### src/rtl/m_axi_wr_master_if.sv
// Bus bundle for the single-beat AXI write master: command intake,
// the AW/W/B channels toward the slave, and completion status.
interface m_axi_wr_master_if #(
  parameter int ID_W   = 4,
  parameter int ADDR_W = 32,
  parameter int DATA_W = 32
) ();

  localparam int STRB_W = DATA_W / 8;

  // command side
  logic              cmd_valid_i;
  logic              cmd_ready_o;
  logic [ID_W-1:0]   cmd_id_i;
  logic [ADDR_W-1:0] cmd_addr_i;
  logic [DATA_W-1:0] cmd_data_i;
  logic [STRB_W-1:0] cmd_strb_i;

  // AXI write-address channel
  logic [ID_W-1:0]   awid_o;
  logic [ADDR_W-1:0] awaddr_o;
  logic              awvalid_o;
  logic              awready_i;

  // AXI write-data channel (single beat)
  logic [DATA_W-1:0] wdata_o;
  logic [STRB_W-1:0] wstrb_o;
  logic              wvalid_o;
  logic              wready_i;

  // AXI write-response channel
  logic [ID_W-1:0]   bid_i;
  logic [1:0]        bresp_i;
  logic              bvalid_i;
  logic              bready_o;

  // completion status
  logic              done_o;
  logic [1:0]        done_resp_o;
  logic              err_o;
  logic [15:0]       wr_count_o;
  logic [15:0]       err_count_o;

  modport master (
    input  cmd_valid_i, cmd_id_i, cmd_addr_i, cmd_data_i, cmd_strb_i,
    output cmd_ready_o,
    output awid_o, awaddr_o, awvalid_o,
    input  awready_i,
    output wdata_o, wstrb_o, wvalid_o,
    input  wready_i,
    input  bid_i, bresp_i, bvalid_i,
    output bready_o,
    output done_o, done_resp_o, err_o, wr_count_o, err_count_o
  );

  modport slave (
    output cmd_valid_i, cmd_id_i, cmd_addr_i, cmd_data_i, cmd_strb_i,
    input  cmd_ready_o,
    input  awid_o, awaddr_o, awvalid_o,
    output awready_i,
    input  wdata_o, wstrb_o, wvalid_o,
    output wready_i,
    output bid_i, bresp_i, bvalid_i,
    input  bready_o,
    input  done_o, done_resp_o, err_o, wr_count_o, err_count_o
  );

endinterface

### src/rtl/m_axi_wr_master.sv
// Single-outstanding AXI write master. A command is latched in IDLE,
// AW and W are offered together and retire independently, then the
// B response is collected and reported as a one-cycle done pulse with
// response, error flag and saturating completion/error counters.
module m_axi_wr_master #(
  parameter int ID_W   = 4,
  parameter int ADDR_W = 32,
  parameter int DATA_W = 32
) (
  input  logic              clk,
  input  logic              areset,
  m_axi_wr_master_if.master bus
);

  localparam int STRB_W = DATA_W / 8;

  typedef enum logic [1:0] {
    IDLE = 2'd0,
    XFER = 2'd1,
    RESP = 2'd2
  } state_t;

  state_t state_q, state_n;

  logic              aw_vld_q, aw_vld_n;
  logic              w_vld_q, w_vld_n;
  logic              b_rdy_q, b_rdy_n;
  logic              cmd_rdy_q, cmd_rdy_n;
  logic              done_q, done_n;
  logic              err_q, err_n;
  logic [1:0]        resp_q, resp_n;
  logic [15:0]       wr_cnt_q, wr_cnt_n;
  logic [15:0]       err_cnt_q, err_cnt_n;
  logic              latch_cmd;

  logic [ID_W-1:0]   id_q;
  logic [ADDR_W-1:0] addr_q;
  logic [DATA_W-1:0] data_q;
  logic [STRB_W-1:0] strb_q;

  // Counters stick at all-ones rather than wrapping.
  function automatic logic [15:0] sat_inc(input logic [15:0] v);
    return (v == 16'hFFFF) ? v : v + 16'd1;
  endfunction

  // Response is an error if not OKAY or if it answers a different ID.
  function automatic logic resp_is_err(input logic [1:0] resp,
                                       input logic [ID_W-1:0] bid,
                                       input logic [ID_W-1:0] id);
    return (resp != 2'b00) || (bid != id);
  endfunction

  // Next-state and next-output decode for the transaction sequencer.
  always_comb begin
    state_n   = state_q;
    aw_vld_n  = aw_vld_q;
    w_vld_n   = w_vld_q;
    b_rdy_n   = b_rdy_q;
    done_n    = 1'b0;
    err_n     = 1'b0;
    resp_n    = resp_q;
    wr_cnt_n  = wr_cnt_q;
    err_cnt_n = err_cnt_q;
    latch_cmd = 1'b0;

    case (state_q)
      IDLE: begin
        if (bus.cmd_valid_i && cmd_rdy_q) begin
          latch_cmd = 1'b1;
          aw_vld_n  = 1'b1;
          w_vld_n   = 1'b1;
          state_n   = XFER;
        end
      end
      XFER: begin
        // each channel retires on its own handshake; order is free
        if (aw_vld_q && bus.awready_i) aw_vld_n = 1'b0;
        if (w_vld_q && bus.wready_i)   w_vld_n  = 1'b0;
        if (!aw_vld_n && !w_vld_n) begin
          state_n = RESP;
          b_rdy_n = 1'b1;
        end
      end
      RESP: begin
        if (b_rdy_q && bus.bvalid_i) begin
          b_rdy_n  = 1'b0;
          state_n  = IDLE;
          done_n   = 1'b1;
          resp_n   = bus.bresp_i;
          err_n    = resp_is_err(bus.bresp_i, bus.bid_i, id_q);
          wr_cnt_n = sat_inc(wr_cnt_q);
          if (err_n) err_cnt_n = sat_inc(err_cnt_q);
        end
      end
      default: begin
        state_n  = IDLE;
        aw_vld_n = 1'b0;
        w_vld_n  = 1'b0;
        b_rdy_n  = 1'b0;
      end
    endcase

    // ready is registered so it stays low through the reset cycle and
    // rises together with the done pulse on return to IDLE
    cmd_rdy_n = (state_n == IDLE);
  end

  // State, handshake flags, status and counters.
  always_ff @(posedge clk) begin
    if (!areset) begin
      state_q   <= IDLE;
      aw_vld_q  <= 1'b0;
      w_vld_q   <= 1'b0;
      b_rdy_q   <= 1'b0;
      cmd_rdy_q <= 1'b0;
      done_q    <= 1'b0;
      err_q     <= 1'b0;
      resp_q    <= 2'b00;
      wr_cnt_q  <= 16'd0;
      err_cnt_q <= 16'd0;
    end else begin
      state_q   <= state_n;
      aw_vld_q  <= aw_vld_n;
      w_vld_q   <= w_vld_n;
      b_rdy_q   <= b_rdy_n;
      cmd_rdy_q <= cmd_rdy_n;
      done_q    <= done_n;
      err_q     <= err_n;
      resp_q    <= resp_n;
      wr_cnt_q  <= wr_cnt_n;
      err_cnt_q <= err_cnt_n;
    end
  end

  // Command field capture; these drive the AW/W payload for the whole transaction.
  always_ff @(posedge clk) begin
    if (!areset) begin
      id_q   <= '0;
      addr_q <= '0;
      data_q <= '0;
      strb_q <= '0;
    end else if (latch_cmd) begin
      id_q   <= bus.cmd_id_i;
      addr_q <= bus.cmd_addr_i;
      data_q <= bus.cmd_data_i;
      strb_q <= bus.cmd_strb_i;
    end
  end

  assign bus.cmd_ready_o = cmd_rdy_q;
  assign bus.awid_o      = id_q;
  assign bus.awaddr_o    = addr_q;
  assign bus.awvalid_o   = aw_vld_q;
  assign bus.wdata_o     = data_q;
  assign bus.wstrb_o     = strb_q;
  assign bus.wvalid_o    = w_vld_q;
  assign bus.bready_o    = b_rdy_q;
  assign bus.done_o      = done_q;
  assign bus.done_resp_o = resp_q;
  assign bus.err_o       = err_q;
  assign bus.wr_count_o  = wr_cnt_q;
  assign bus.err_count_o = err_cnt_q;

endmodule

### src/flat_wrapper.sv
// flat-port wrapper written by rule: the top's interface ports become plain ports
module m_axi_wr_master_flat 
#(
  parameter int ID_W   = 4,
  parameter int ADDR_W = 32,
  parameter int DATA_W = 32
)
  (clk, areset, bus_cmd_valid_i, bus_cmd_id_i, bus_cmd_addr_i, bus_cmd_data_i, bus_cmd_strb_i, bus_cmd_ready_o, bus_awid_o, bus_awaddr_o, bus_awvalid_o, bus_awready_i, bus_wdata_o, bus_wstrb_o, bus_wvalid_o, bus_wready_i, bus_bid_i, bus_bresp_i, bus_bvalid_i, bus_bready_o, bus_done_o, bus_done_resp_o, bus_err_o, bus_wr_count_o, bus_err_count_o);
  m_axi_wr_master_if #(.ID_W(ID_W), .ADDR_W(ADDR_W), .DATA_W(DATA_W)) bus_i ();
  input  logic clk;
  input  logic areset;
  input wire logic [$bits(bus_i.cmd_valid_i)-1:0] bus_cmd_valid_i;
  input wire logic [$bits(bus_i.cmd_id_i)-1:0] bus_cmd_id_i;
  input wire logic [$bits(bus_i.cmd_addr_i)-1:0] bus_cmd_addr_i;
  input wire logic [$bits(bus_i.cmd_data_i)-1:0] bus_cmd_data_i;
  input wire logic [$bits(bus_i.cmd_strb_i)-1:0] bus_cmd_strb_i;
  output wire logic [$bits(bus_i.cmd_ready_o)-1:0] bus_cmd_ready_o;
  output wire logic [$bits(bus_i.awid_o)-1:0] bus_awid_o;
  output wire logic [$bits(bus_i.awaddr_o)-1:0] bus_awaddr_o;
  output wire logic [$bits(bus_i.awvalid_o)-1:0] bus_awvalid_o;
  input wire logic [$bits(bus_i.awready_i)-1:0] bus_awready_i;
  output wire logic [$bits(bus_i.wdata_o)-1:0] bus_wdata_o;
  output wire logic [$bits(bus_i.wstrb_o)-1:0] bus_wstrb_o;
  output wire logic [$bits(bus_i.wvalid_o)-1:0] bus_wvalid_o;
  input wire logic [$bits(bus_i.wready_i)-1:0] bus_wready_i;
  input wire logic [$bits(bus_i.bid_i)-1:0] bus_bid_i;
  input wire logic [$bits(bus_i.bresp_i)-1:0] bus_bresp_i;
  input wire logic [$bits(bus_i.bvalid_i)-1:0] bus_bvalid_i;
  output wire logic [$bits(bus_i.bready_o)-1:0] bus_bready_o;
  output wire logic [$bits(bus_i.done_o)-1:0] bus_done_o;
  output wire logic [$bits(bus_i.done_resp_o)-1:0] bus_done_resp_o;
  output wire logic [$bits(bus_i.err_o)-1:0] bus_err_o;
  output wire logic [$bits(bus_i.wr_count_o)-1:0] bus_wr_count_o;
  output wire logic [$bits(bus_i.err_count_o)-1:0] bus_err_count_o;
  assign bus_i.cmd_valid_i = bus_cmd_valid_i;
  assign bus_i.cmd_id_i = bus_cmd_id_i;
  assign bus_i.cmd_addr_i = bus_cmd_addr_i;
  assign bus_i.cmd_data_i = bus_cmd_data_i;
  assign bus_i.cmd_strb_i = bus_cmd_strb_i;
  assign bus_cmd_ready_o = bus_i.cmd_ready_o;
  assign bus_awid_o = bus_i.awid_o;
  assign bus_awaddr_o = bus_i.awaddr_o;
  assign bus_awvalid_o = bus_i.awvalid_o;
  assign bus_i.awready_i = bus_awready_i;
  assign bus_wdata_o = bus_i.wdata_o;
  assign bus_wstrb_o = bus_i.wstrb_o;
  assign bus_wvalid_o = bus_i.wvalid_o;
  assign bus_i.wready_i = bus_wready_i;
  assign bus_i.bid_i = bus_bid_i;
  assign bus_i.bresp_i = bus_bresp_i;
  assign bus_i.bvalid_i = bus_bvalid_i;
  assign bus_bready_o = bus_i.bready_o;
  assign bus_done_o = bus_i.done_o;
  assign bus_done_resp_o = bus_i.done_resp_o;
  assign bus_err_o = bus_i.err_o;
  assign bus_wr_count_o = bus_i.wr_count_o;
  assign bus_err_count_o = bus_i.err_count_o;
  m_axi_wr_master #(.ID_W(ID_W), .ADDR_W(ADDR_W), .DATA_W(DATA_W)) u_core (.clk(clk), .areset(areset), .bus(bus_i));
endmodule
### config.mk
export PLATFORM = sky130hd
export DESIGN_NAME = m_axi_wr_master_flat
export DESIGN_NICKNAME = d
export VERILOG_FILES = /design/src/rtl/m_axi_wr_master_if.sv /design/src/rtl/m_axi_wr_master.sv /design/src/flat_wrapper.sv
export SDC_FILE = /design/constraint.sdc
export NUM_CORES = 1
export LEC_CHECK = 0
export ABC_AREA = 1
export CAP_MARGIN = 20
export CELL_PAD_IN_SITES_DETAIL_PLACEMENT = 1
export CELL_PAD_IN_SITES_GLOBAL_PLACEMENT = 2
export CORE_ASPECT_RATIO = 1.2
export CORE_MARGIN = 10
export CORE_UTILIZATION = 33
export DETAILED_ROUTE_END_ITERATION = 10
export DONT_BUFFER_PORTS = 1
export PLACE_DENSITY = 0.82
export SLEW_MARGIN = 20
export SYNTH_ARGS = -nofsm -noshare
export SYNTH_HDL_FRONTEND = slang
export SYNTH_SLANG_ARGS = --single-unit
### constraint.sdc
create_clock -name clk -period 1.6 [get_ports clk]
set_input_delay 0.24 -clock clk [delete_from_list [all_inputs] [get_ports clk]]
set_output_delay 0.24 -clock clk [all_outputs]
set_load 0.02 [all_outputs]
==> impl_summary.md, run 1 <==
Setup path
The worst setup path is captured at a flip-flop. Of all nets on the critical path, the largest fanout is 13. For flop-to-flop paths, the worst setup slack is 0.06 ns. The worst endpoint data arrival time is 1.85 ns. The type of origin of the critical path is a flip-flop.

The endpoint required time on the critical path is 1.91 ns. The classification of the worst setup path is flip-flop to flip-flop.

STA
The hold violation total from the final report came to 37. The clock period minus worst slack is 1.54 ns. For the pin with the worst max-slew slack, the measured transition is 0.421 ns. The count of endpoints failing setup in the final report is 0.

For this run, the top clock speed supported by timing is 650 MHz. The count of pins over their slew limit came to 0. The slack of the critical path is 0.0608 ns. The remaining max-slew budget at the tightest pin is 71.8%.

The worst hold slack is -0.0403 ns. Between clock sinks in the finished design, the worst skew comes to 0.00894 ns. The sum of negative setup slack is 0 ns. The final critical path takes up 96.2% of the cycle.

Yosys
By area the synthesized netlist is led by dfxtp_1 47%, nor2_1 15%, nand2_1 9.4%. The synthesized netlist occupies a cell area of 0.00485 mm2. The number of synthesized flops with an enable pin is 0. The top-area cell type share of the netlist area is 47.1%. The sequential cell area fraction in the yosys report is 47.1%. The gate count of the mapped netlist is 689. The library cell occupying the most area in the post-synthesis netlist is dfxtp_1.

The proportion of synthesized flip-flops having asynchronous set or reset is 0%. In the synthesized netlist the dominant register cell turns out to be dfxtp_1. The count of yosys warnings during synthesis is 0. The number of nets in the synthesized netlist is 775.

The dominant cell by count in the synthesized netlist is nor2_1. The average size of a mapped cell is 7.04 um2. The synthesized netlist contains 32 unique library cells.

After synthesis the netlist holds a flip-flop and latch count of 114. In the synthesized netlist, the cells that appear most often are 196 x nor2_1, 121 x nand2_1, 114 x dfxtp_1, 88 x o21ai_0, 46 x inv_1.

Clock tree
The number of CTS-inserted buffers is 17. The later pin in the worst-skew pair is clocked with a latency of 0.42 ns. CTS built an H-tree with a depth of 4.

TritonCTS built the clock tree. The number of clock sinks is 114. The maximum buffer depth of the clock tree is 2. Clock-pin slew was measured on the worst setup and hold paths at 0.06 ns.

The CTS root buffer is clkbuf_16.

Power
The internal power of the cells totals 5.64 mW. Power spread over the standard cell area amounts to 1160 mW/mm2. The completed layout was analyzed and its total power is 7.84 mW. IR analysis of the VDD net gives a maximum drop of 0.683 mV. The standby leakage power is 2.90 nW. The fraction of power spent switching nets is 28.0%.

Of the total power, combinational logic draws 8.0%. The net switching power is 2.19 mW. The clock share of power is 48.7%. Sequential cells account for 43.4% of the total power.

Global routing
The number of antenna violations at the first check in global routing was 2. The first global-routing pass estimated 28.4 mm of wire. The highest-utilization routing layer at the global route stage is met2.

The met1 global-route usage is 17.9%. For this run the aggregate overflow at the end of global routing stands at 0. Global routing used 30.9% of the available met2 tracks. The global-route met3 utilization is 8.42%. The total global routing track utilization is 18.0%. Entering global routing, the biggest net connects 89 pins.

The via count of the first global-routing pass is 5367.

Placement
The number of buffers added on ports is 0. The sum of net half-perimeters after detailed placement is 12.6 mm. The weighted congestion at the end of routability-driven global placement is 0.823. Timing analysis after detailed placement gives a worst setup slack of -0.108 ns.

Routing
The final routed wire length divided by cell count is 18.6 um. The wire length after detailed routing is 18.4 mm. The initial detailed-routing violation count is 231.

The total iterations of the first detailed-routing run is 4. The per-cell via count in the routed design is 5.03. The routed layout has 4984 vias. The final antenna-violating net count is 0. The number of design rule violations left after detail routing is 0.

Run status
The flow ran to the end, but the final reports show violations. The checks that failed: negative hold slack.

Floorplanning
After floorplanning, the core was sized to cover 0.0144 mm2. Measured along the y axis, the die boundary spans 153 um. The initialized floorplan defines 48 standard-cell rows. The die covers 0.0200 mm2. For this configuration, the core starts out at a cell density of 33.6%. In this run the horizontal extent of the chip is 131 um.

The number of top-level design ports is 196.

Run
Max-cap violations in this run came to 0.

Min path
The path type of the worst min-delay path is input pin to flip-flop.

Layout
The share of final-layout standard cells stronger than drive strength 1 is 15.9%. The net count of the finished layout is 887. The synthesis-to-layout area growth is 39.3%.
-- per-stage QoR --
step	hold slack (ns)	std cells	utilization (%)	area (um2)
after floorplan	0.375	689	-	4850
after global placement	0.373	892	37.4	5390
after detailed placement	0.377	892	37.4	5390
after CTS	-0.0644	976	45.5	6560
after global routing	-0.0563	989	46.8	6750
final	-0.0403	990	46.8	6750
-- layout make-up --
type	instances	area, um2
clock inverter	13	150
sequential	114	2290
clock buffer	18	439
multi-input combinational	498	2360
inverter	48	183
timing repair buffer	122	1100
tap	175	219
antenna	2	5.00
fill	1774	7660
-- power by group through the flow --
stage / clock [mW] / sequential (mW) / combinational [mW]
final: 3.82 / 3.40 / 0.623
after global routing: 4.02 / 3.42 / 0.706
after CTS: 3.91 / 3.40 / 0.599
after detailed placement: 0 / 3.46 / 0.499
after global placement: 0 / 3.45 / 0.471
after floorplan: 0 / 3.42 / 0.346
-- sequential cells by signal, summed over array words and instances, names as in the netlist --
signal,flops
u_core.bus.cmd_ready_o,1
u_core.bus.wdata_o,32
u_core.bus.wstrb_o,4
u_core.bus.err_o,1
u_core.state_q,2
u_core.bus.wvalid_o,1
u_core.bus.wr_count_o,16
u_core.bus.bready_o,1
u_core.bus.done_o,1
u_core.bus.awaddr_o,32
u_core.bus.awvalid_o,1
u_core.bus.awid_o,4
u_core.bus.err_count_o,16
u_core.bus.done_resp_o,2
-- what timing repair did --
action                     4_1_cts  5_1_grt
resized for setup                9       20
pin swaps                        4        7
buffers inserted                 2        5
hold buffers                    49        7
setup endpoints to repair       18       27
cloned                           2        0
hold endpoints to repair        86       64
-- cell families (layout without fill, tap and decap cells) --
family                     count (synthesis)  count (layout)  share of synthesized area (%)
AOI/OAI and AO/OA                        118             118                           12.3
xor gates and xnor gates                  13              13                           2.35
adders and majority gates                  2               2                          0.516
buffers and inverters                     79             201                           6.81
DFF                                      114             114                           47.1
other                                      0               2                              0
and+or+nand+nor                          363             365                           30.9
-- worst paths after layout --
path,from,to,cells after the start
hold reg to reg,u_core.bus.awid_o[0]$_SDFFE_PN0P_,u_core.bus.awid_o[0]$_SDFFE_PN0P_,2
setup reg to reg,u_core.bus.wr_count_o[0]$_SDFFE_PN0P_,u_core.bus.wr_count_o[9]$_SDFFE_PN0P_,12
hold / removal,areset,u_core.bus.wstrb_o[2]$_SDFFE_PN0P_,2
setup / recovery,u_core.bus.wr_count_o[0]$_SDFFE_PN0P_,u_core.bus.wr_count_o[9]$_SDFFE_PN0P_,12
-- cell usage in the layout (no fill, tap or decap), types with 2 or more instances in the layout --
cell | synthesis | final
diode_2 | 0 | 2
buf_12 | 1 | 3
dfxtp_1 | 114 | 110
nand3_2 | 2 | 2
clkbuf_16 | 0 | 17
xnor2_1 | 2 | 2
nand4_1 | 8 | 8
inv_1 | 46 | 45
xor2_1 | 11 | 11
nand2_1 | 121 | 121
dfxtp_2 | 0 | 4
a21oi_1 | 27 | 27
bufinv_16 | 0 | 2
inv_6 | 0 | 5
nand3_1 | 19 | 18
nor2_4 | 3 | 6
buf_4 | 1 | 60
nand3b_1 | 2 | 2
clkinv_4 | 0 | 3
dlygate4sd3_1 | 0 | 56
buf_6 | 1 | 3
o21ai_0 | 88 | 85
o21ai_1 | 0 | 2
nor2_1 | 196 | 191
ha_4 | 0 | 2
nor2_2 | 4 | 6
nand2_8 | 0 | 3
clkinvlp_4 | 0 | 2
-- routing by layer --
metal  part of all wire, %  vias to the layer above  routed length [um]
met5                     0                        -                   0
met4                   2.6                        0                 476
met3                   8.8                       39                1630
met2                    52                      162                9560
met1                    37                     2368                6770
li1                      -                     2415                   -
-- worst max-delay path, stage by stage, from the launching register on --
cell and delay [ns]:
dfxtp_2 0.36, ha_4 0.15, nand2_1 0.06, nor2_2 0.12, nand2_2 0.10, nor2_4 0.10
buf_4 0.13, a21oi_4 0.06, buf_12 0.16, nand2_1 0.05, nand2_1 0.04, inv_1 0.06
nor2_2 0.04
(Power assumes the default switching activity.)
==> inputs of run 2 (changes only) <==
--- a/config.mk
+++ b/config.mk
@@ -14,6 +14,7 @@
 export CORE_UTILIZATION = 33
 export DETAILED_ROUTE_END_ITERATION = 10
 export DONT_BUFFER_PORTS = 1
+export GPL_TIMING_DRIVEN = 0
 export PLACE_DENSITY = 0.82
 export SLEW_MARGIN = 20
 export SYNTH_ARGS = -nofsm -noshare
==> run 2 against run 1 <==
The run now ends clean. Critical path type unchanged. Count of clock-buffer cells in the layout is 3 higher. Worst hold slack better by 0.065 ns. Highest routed layer unchanged. Via count down 0.48%. Sequential share of layout area is 0.92 points higher. Register-to-register slack about the same. Critical endpoint is now u_core.bus.wr_count_o[2]$_SDFFE_PN0P_. Routed wire length rose by 2.6%. Maximum frequency decreased by 0.30%. Worst setup slack got worse by 0.0046 ns. Clock power is 9.4% higher.
==> impl_summary.md, run 2 (synthesized netlist as in run 1, its figures left out) <==
Clock tree
The number of clock sinks came to 114 (unchanged). The worst-skew pair later-pin latency is 0.42 ns (about the same). The clock transition at the registers of the reported paths is 0.05 ns (about the same).

The CTS root buffer is clkbuf_16. The maximum buffer depth of the clock tree is 2 (unchanged). The clock tree from TritonCTS is done. The CTS H-tree depth is 4 (unchanged). The number of CTS-inserted buffers came to 17 (unchanged).

Global routing
The pin count of the biggest net entering global routing is 17 (-81%). The aggregate global routing overflow came to 0 (unchanged). The via count of the first global-routing pass is 5423 (+1.0%).

The wire length of the first global-routing pass is 29.0 mm (+1.9%). The number of antenna violations at the first check in global routing is 1 (-1). The total global routing track utilization came to 18.5% (+0.54 points).

STA
The count of pins over their slew limit is 0 (unchanged). Setup repair after global routing could not meet its margin everywhere. The hold violation total from the final report is 0 (-100%).

The transition time of the tightest slew-check pin is 0.634 ns (+0.213 ns). The highest attainable clock frequency was 648 MHz (-0.30%). The remaining max-slew budget at the tightest pin is 57.7% (-14 points). The clock period minus worst slack came to 1.54 ns (+0.00463 ns). The clock skew after layout is 0.00730 ns (-0.00164 ns). The count of endpoints failing setup in the final report is 0 (unchanged).

The final period utilization came to 96.5% (+0.29 points).

Floorplanning
The standard-cell row count is 48 (unchanged). The y dimension of the die was 153 um (unchanged). The die outline width is 131 um (unchanged). The starting density of the core is 33.6% (unchanged). The number of top-level design ports is 196 (unchanged). The core area is 0.0144 mm2 (unchanged). The area of the die is 0.0200 mm2 (unchanged).

Power
The standby leakage power is 2.84 nW (-2.3%). The worst vdd rail ir drop is 0.845 mV (+24%). The power per unit of standard cell area is 1220 mW/mm2 (+5.2%). The overall power is 8.26 mW (+5.4%).

Layout
The library cell used most frequently in the layout, excluding fill and tap cells, is nor2_1. The net count reported at finish came to 880 (-0.79%). In the layout the commonest cells are 187 x nor2_1, 117 x nand2_1, 84 x o21ai_0, 82 x dfxtp_1, 70 x dlygate4sd3_1. The share of final-layout standard cells stronger than drive strength 1 is 16.3% (+0.39 points). Compared with the post-synthesis result, the final layout area differs by 39.6%. The area of all placed cells without fillers is 0.00677 mm2 (+0.22%). The count of non-filler cells in the finished layout is 982 (-0.81%).

Run status
The flow ran to the end, and the final reports show no timing, DRC or antenna violations.

Routing
The per-cell via count in the routed design is 5.05 (+0.33%). The total iterations of the first detailed-routing run is 4 (unchanged). The initial detailed-routing violation count is 144 (-38%). The number of design rule violations left after detail routing is 0 (unchanged). The final routed wire length divided by cell count was 19.3 um (+3.5%). The total number of vias is 4960 (-0.48%). The final antenna-violating net count is 0 (unchanged). The wire length after detailed routing is 18.9 mm (+2.6%).

Setup path
The classification of the worst setup path is flip-flop to flip-flop. Walking the worst path, the cells encountered are ha_4 -> nand2_4 -> nor2_4 -> nand2_2 -> nor2_4 -> nand2_2 -> nand2_4 -> buf_12 -> nand2_1 -> a21oi_1. The number of cells on the worst reg-to-reg path is 10 (-2). Broken down by cell family, the worst path's largest delay share belongs to simple AND/OR/NAND/NOR gates.

The number of buffers and inverters on the critical path was 1 (-2). The end of the worst register-to-register path is u_core.bus.wr_count_o[2]$_SDFFE_PN0P_. The slowest library cell on the worst path is dfxtp_4. The worst setup path is launched from a flip-flop. The worst register-to-register path begins at u_core.bus.wr_count_o[0]$_SDFFE_PN0P_.

The register-to-register setup slack is 0.06 ns (about the same). The endpoint required time on the critical path is 1.93 ns (+0.02 ns). The maximum fanout along the worst path is 10 (-3). The biggest cell delay along the critical path was 0.41 ns (+0.05 ns). The worst endpoint data arrival time came to 1.87 ns (+0.02 ns). STA classifies the critical path endpoint as a flip-flop.

Placement
The number of instances in the placed design is 864 (-3.1%). The weighted congestion at the end of routability-driven global placement is 0.802 (-2.6%). The number of buffers added on ports came to 0 (unchanged).

The sum of net half-perimeters after detailed placement is 13.4 mm (+6.2%). The standard cell area after detailed placement is 0.00507 mm2 (-5.9%).

Min path
The endpoint of the worst hold path is u_core.bus.done_resp_o[0]$_SDFFE_PN0P_. The beginning of the worst hold path is bus_bresp_i[0]. The tightest min-delay check is of the input pin to flip-flop type. The hold-critical path depth is 2 (unchanged).

Run
The number of maximum-capacitance constraint violations is 0 (unchanged).
## run 2: cell count changes in the layout (fill, tap and decap cells not counted), moves of 6 or more
cell	change
a21oi_2	+6
dlygate4sd3_1	+14
clkbuf_1	+17
clkbuf_2	+8
buf_4	-46
dfxtp_2	+15
dfxtp_4	+13
dfxtp_1	-28
## run 2: final cells by class
type	count	area, um2
sequential	114	2350
antenna	1	2.50
timing repair buffer	86	838
multi-input combinational	496	2350
clock buffer	21	460
inverter	48	183
clock inverter	10	181
buffer	31	175
tap	175	219
fill	1776	7650
## run 2: timing repair
item                                   4_1_cts  5_1_grt
setup endpoints to repair                  107      102
endpoints found under the hold margin       69        1
pin swaps                                    8       13
gates resized for setup                     44       56
gates cloned                                 0        1
setup buffers                               11        4
hold buffers                                69        1
## run 2: report_power, final
| group | leakage [nW] | switching (mW) | internal (mW) | total, mW |
|---|---|---|---|---|
| registers | 0.950 | 0.407 | 3.02 | 3.43 |
| logic | 1.57 | 0.379 | 0.275 | 0.654 |
| clock network | 0.313 | 1.35 | 2.83 | 4.18 |
| total | 2.84 | 2.13 | 6.13 | 8.26 |
## run 2: worst max path at each step
stage                                                start                                       to  slack [ns]  cells past startpoint
floorplan           u_core.bus.err_count_o[1]$_SDFFE_PN0P_  u_core.bus.err_count_o[13]$_SDFFE_PN0P_        0.05                      9
global placement         u_core.bus.awid_o[2]$_SDFFE_PN0P_  u_core.bus.err_count_o[13]$_SDFFE_PN0P_       -0.23                     10
detailed placement       u_core.bus.awid_o[2]$_SDFFE_PN0P_   u_core.bus.err_count_o[9]$_SDFFE_PN0P_       -0.26                     10
CTS                  u_core.bus.wr_count_o[0]$_SDFFE_PN0P_    u_core.bus.wr_count_o[2]$_SDFFE_PN0P_       -0.02                     10
global route         u_core.bus.wr_count_o[0]$_SDFFE_PN0P_   u_core.bus.wr_count_o[11]$_SDFFE_PN0P_       -0.07                     12
finish               u_core.bus.wr_count_o[0]$_SDFFE_PN0P_    u_core.bus.wr_count_o[2]$_SDFFE_PN0P_        0.06                     10
## run 2: routing by layer
layer	global-route usage [%]	wire, um	vias up
li1	-	-	2394
met1	18.1	6920	2369
met2	32.0	9710	161
met3	8.60	1740	36
met4	8.70	559	0
met5	0	0	-
## run 2: per-stage QoR
stage	TNS, ns	utilization, %	setup slack (ns)	hold WS, ns
floorplan	0	-	0.0478	0.375
global route	-0.633	46.9	-0.0747	0.0218
global placement	-9.01	35.2	-0.233	0.378
detailed placement	-10.94	35.2	-0.265	0.385
CTS	-0.0463	45.8	-0.0183	0.00154
finish	0	47.0	0.0562	0.0244
==> inputs of run 3 (changes only) <==
--- a/config.mk
+++ b/config.mk
@@ -6,11 +6,12 @@
 export NUM_CORES = 1
 export LEC_CHECK = 0
 export ABC_AREA = 1
+export ABC_CLOCK_PERIOD_IN_PS = 1600
 export CAP_MARGIN = 20
 export CELL_PAD_IN_SITES_DETAIL_PLACEMENT = 1
 export CELL_PAD_IN_SITES_GLOBAL_PLACEMENT = 2
 export CORE_ASPECT_RATIO = 1.2
-export CORE_MARGIN = 10
+export CORE_MARGIN = 3
 export CORE_UTILIZATION = 33
 export DETAILED_ROUTE_END_ITERATION = 10
 export DONT_BUFFER_PORTS = 1
==> run 3 against run 2 <==
Maximum frequency decreased by 2.8%. Die area decreased by 19%. Critical path depth increased by 1. Worst hold slack improved by 0.021 ns. Sequential power about the same. Clock skew decreased by 0.0018 ns. Largest power group unchanged.
==> impl_summary.md, run 3 (synthesized netlist as in run 1, its figures left out) <==
Min path
The beginning of the worst hold path is bus_cmd_id_i[2]. The hold-critical path depth came to 2 (unchanged). The path with the worst hold slack has its endpoint at u_core.bus.awid_o[2]$_SDFFE_PN0P_. The path type of the worst min-delay path is input pin to flip-flop.

Floorplanning
The number of top-level design ports is 196 (unchanged). The die outline width is 117 um (-11%). The core area is 0.0141 mm2 (-2.1%).

The y dimension of the die came to 139 um (-9.2%). The starting density of the core is 34.3% (+0.72 points). The standard-cell row count is 47 (-2.1%). The area of the die is 0.0162 mm2 (-19%).

Routing
The final routed wire length divided by cell count is 17.9 um (-7.1%). The final antenna-violating net count was 0 (unchanged). The number of design rule violations left after detail routing is 0 (unchanged). The per-cell via count in the routed design is 5.05 (about the same). The initial detailed-routing violation count is 158 (+9.7%). The total iterations of the first detailed-routing run is 4 (unchanged).

The wire length after detailed routing is 17.6 mm (-6.8%). The total number of vias came to 4976 (+0.32%).

STA
The final period utilization was 99.2% (+2.8 points). The count of pins over their slew limit is 0 (unchanged). The count of endpoints failing setup in the final report was 0 (unchanged). The clock period minus worst slack was 1.59 ns (+0.0441 ns). The worst hold slack is 0.0452 ns (+0.0208 ns). Setup repair after global routing could not meet its margin everywhere.

The remaining max-slew budget at the tightest pin is 57.2% (-0.56 points). The highest attainable clock frequency is 630 MHz (-2.8%). The transition time of the tightest slew-check pin is 0.642 ns (+0.00842 ns). The clock skew after layout is 0.00550 ns (-0.00180 ns).

The hold violation total from the final report is 0 (unchanged).

Setup path
The worst endpoint data arrival time is 1.92 ns (+0.05 ns). The setup path with the least slack is of type flip-flop to flip-flop. The endpoint required time on the critical path is 1.94 ns (about the same). The worst setup path is captured at a flip-flop. The register-to-register setup slack came to 0.01 ns (-0.04 ns).

The type of origin of the critical path is a flip-flop. The worst register-to-register path begins at u_core.bus.wr_count_o[1]$_SDFFE_PN0P_. The number of cells on the worst reg-to-reg path is 11 (+1). The maximum fanout along the worst path is 5 (-5). The endpoint identified for the worst register-to-register timing path is u_core.bus.wr_count_o[7]$_SDFFE_PN0P_.

Placement
The weighted congestion at the end of routability-driven global placement is 0.825 (+2.9%). The number of buffers added on ports is 0 (unchanged). The sum of net half-perimeters after detailed placement is 11.9 mm (-11%).

The number of instances in the placed design is 860 (-0.46%).

Clock tree
The CTS H-tree depth came to 4 (unchanged). TritonCTS built the clock tree. The clock transition at the registers of the reported paths is 0.05 ns (about the same). The maximum buffer depth of the clock tree is 2 (unchanged). The number of CTS-inserted buffers came to 17 (unchanged).

The number of clock sinks is 114 (unchanged). The CTS root buffer is clkbuf_16. The worst-skew pair later-pin latency was 0.42 ns (about the same).

Global routing
The total global routing track utilization came to 22.2% (+3.7 points). The number of antenna violations at the first check in global routing is 0 (-1). The wire length of the first global-routing pass is 28.3 mm (-2.2%).

The pin count of the biggest net entering global routing is 17 (unchanged). The via count of the first global-routing pass was 5423 (unchanged). The aggregate global routing overflow is 0 (unchanged).

Layout
The most common cell after layout, fill and taps aside is nor2_1. In the layout the commonest cells are 183 x nor2_1, 113 x nand2_1, 84 x o21ai_0, 78 x dfxtp_1, 72 x dlygate4sd3_1. The synthesis-to-layout area growth is 42.6%. The count of non-filler cells in the finished layout is 985 (+0.31%). The number of antenna cells inserted is 0 (-1). The filler cell count was 1708 (-3.8%). The net count reported at finish is 887 (+0.80%). The share of final-layout standard cells stronger than drive strength 1 was 18.3% (+2.1 points).

Run status
The run finished with clean final reports.

Power
The cell internal power dissipation is 6.14 mW (+0.26%). The standby leakage power came to 2.90 nW (+2.1%). The fraction of power consumed by sequential logic came to 40.9% (-0.6 points). The net switching power is 2.20 mW (+3.1%). The clock share of power is 51.2% (+0.7 points). The worst vdd rail ir drop came to 0.629 mV (-26%). The relative contribution of combinational cells to total power is 7.9% (about the same). The power per unit of standard cell area is 1210 mW/mm2 (-1.1%).

The fraction of power spent switching nets is 26.4% (+0.54 points).

Run
The number of maximum-capacitance constraint violations is 0 (unchanged).
run 3: changes by cell type in the layout (fill, tap and decap cells not counted), moves of 3 or more:
cell	delta
dfxtp_1	-4
nor2_1	-4
buf_4	+5
nand2_2	+4
dfxtp_4	+3
nand2_1	-4
nor2_4	+3
run 3: worst max-delay path, cell delays in order, from the launching register on:
cell and delay (ns):
dfxtp_4 0.41, ha_4 0.15, nand2_2 0.06, nor2_4 0.12, nand2_4 0.07, nor2_4 0.11, nand2_2 0.09, nand2_4 0.11
buf_12 0.11, buf_12 0.10, nand2_1 0.05, a21oi_1 0.13
run 3: final cells by class:
cell class / count / area (um2) / area share [%]
multi-input cells: 496 / 2390 / 34.6
flip-flops and latches: 114 / 2370 / 34.3
repair buffers: 93 / 916 / 13.3
clock buffers: 19 / 453 / 6.55
well taps: 171 / 214 / 3.10
clock inverters: 13 / 206 / 2.99
plain buffers: 31 / 185 / 2.68
inverters: 48 / 180 / 2.61
run 3: how the worst max path moves through the flow:
stage | from | endpoint | slack (ns) | cells after the start
floorplan | u_core.bus.err_count_o[1]$_SDFFE_PN0P_ | u_core.bus.err_count_o[13]$_SDFFE_PN0P_ | 0.05 | 9
global placement | u_core.bus.cmd_ready_o$_SDFF_PN0_ | u_core.bus.awaddr_o[23]$_SDFFE_PN0P_ | -0.28 | 7
detailed placement | u_core.bus.cmd_ready_o$_SDFF_PN0_ | u_core.bus.awaddr_o[23]$_SDFFE_PN0P_ | -0.29 | 7
CTS | u_core.bus.wr_count_o[1]$_SDFFE_PN0P_ | u_core.bus.wr_count_o[7]$_SDFFE_PN0P_ | -0.03 | 11
global route | u_core.bus.wr_count_o[1]$_SDFFE_PN0P_ | u_core.bus.wr_count_o[2]$_SDFFE_PN0P_ | -0.11 | 11
finish | u_core.bus.wr_count_o[1]$_SDFFE_PN0P_ | u_core.bus.wr_count_o[7]$_SDFFE_PN0P_ | 0.01 | 11
run 3: timing repair:
action | CTS | global route
hold buffers | 72 | 0
resized for setup | 56 | 60
cloned | 1 | 2
endpoints found under the setup margin | 109 | 87
pin swaps | 20 | 12
hold endpoints to repair | 72 | 0
setup buffers | 13 | 6
run 3: power by group through the flow:
| stage | logic [mW] | registers [mW] | clock network [mW] |
|---|---|---|---|
| floorplan | 0.346 | 3.42 | 0 |
| CTS | 0.640 | 3.43 | 4.33 |
| detailed placement | 0.472 | 3.49 | 0 |
| global route | 0.753 | 3.44 | 4.49 |
| global placement | 0.444 | 3.49 | 0 |
| finish | 0.662 | 3.41 | 4.27 |
run 3: per-stage QoR:
stage / total power [mW] / utilization (%) / worst slack [ns] / area (um2) / TNS (ns)
floorplan: 3.76 / - / 0.0478 / 4850 / 0
global placement: 3.93 / 35.9 / -0.280 / 5070 / -11.43
detailed placement: 3.96 / 35.9 / -0.285 / 5070 / -13.88
CTS: 8.40 / 47.6 / -0.0292 / 6720 / -0.203
global route: 8.68 / 49.0 / -0.106 / 6910 / -0.975
finish: 8.34 / 49.0 / 0.0121 / 6910 / 0
run 3: per-layer routing:
layer / part of all wire, % / vias up / track usage, %
li1: - / 2404 / -
met1: 37 / 2355 / 23.2
met2: 53 / 174 / 39.6
met3: 7.4 / 43 / 8.51
met4: 2.6 / 0 / 8.09
met5: 0 / - / 0
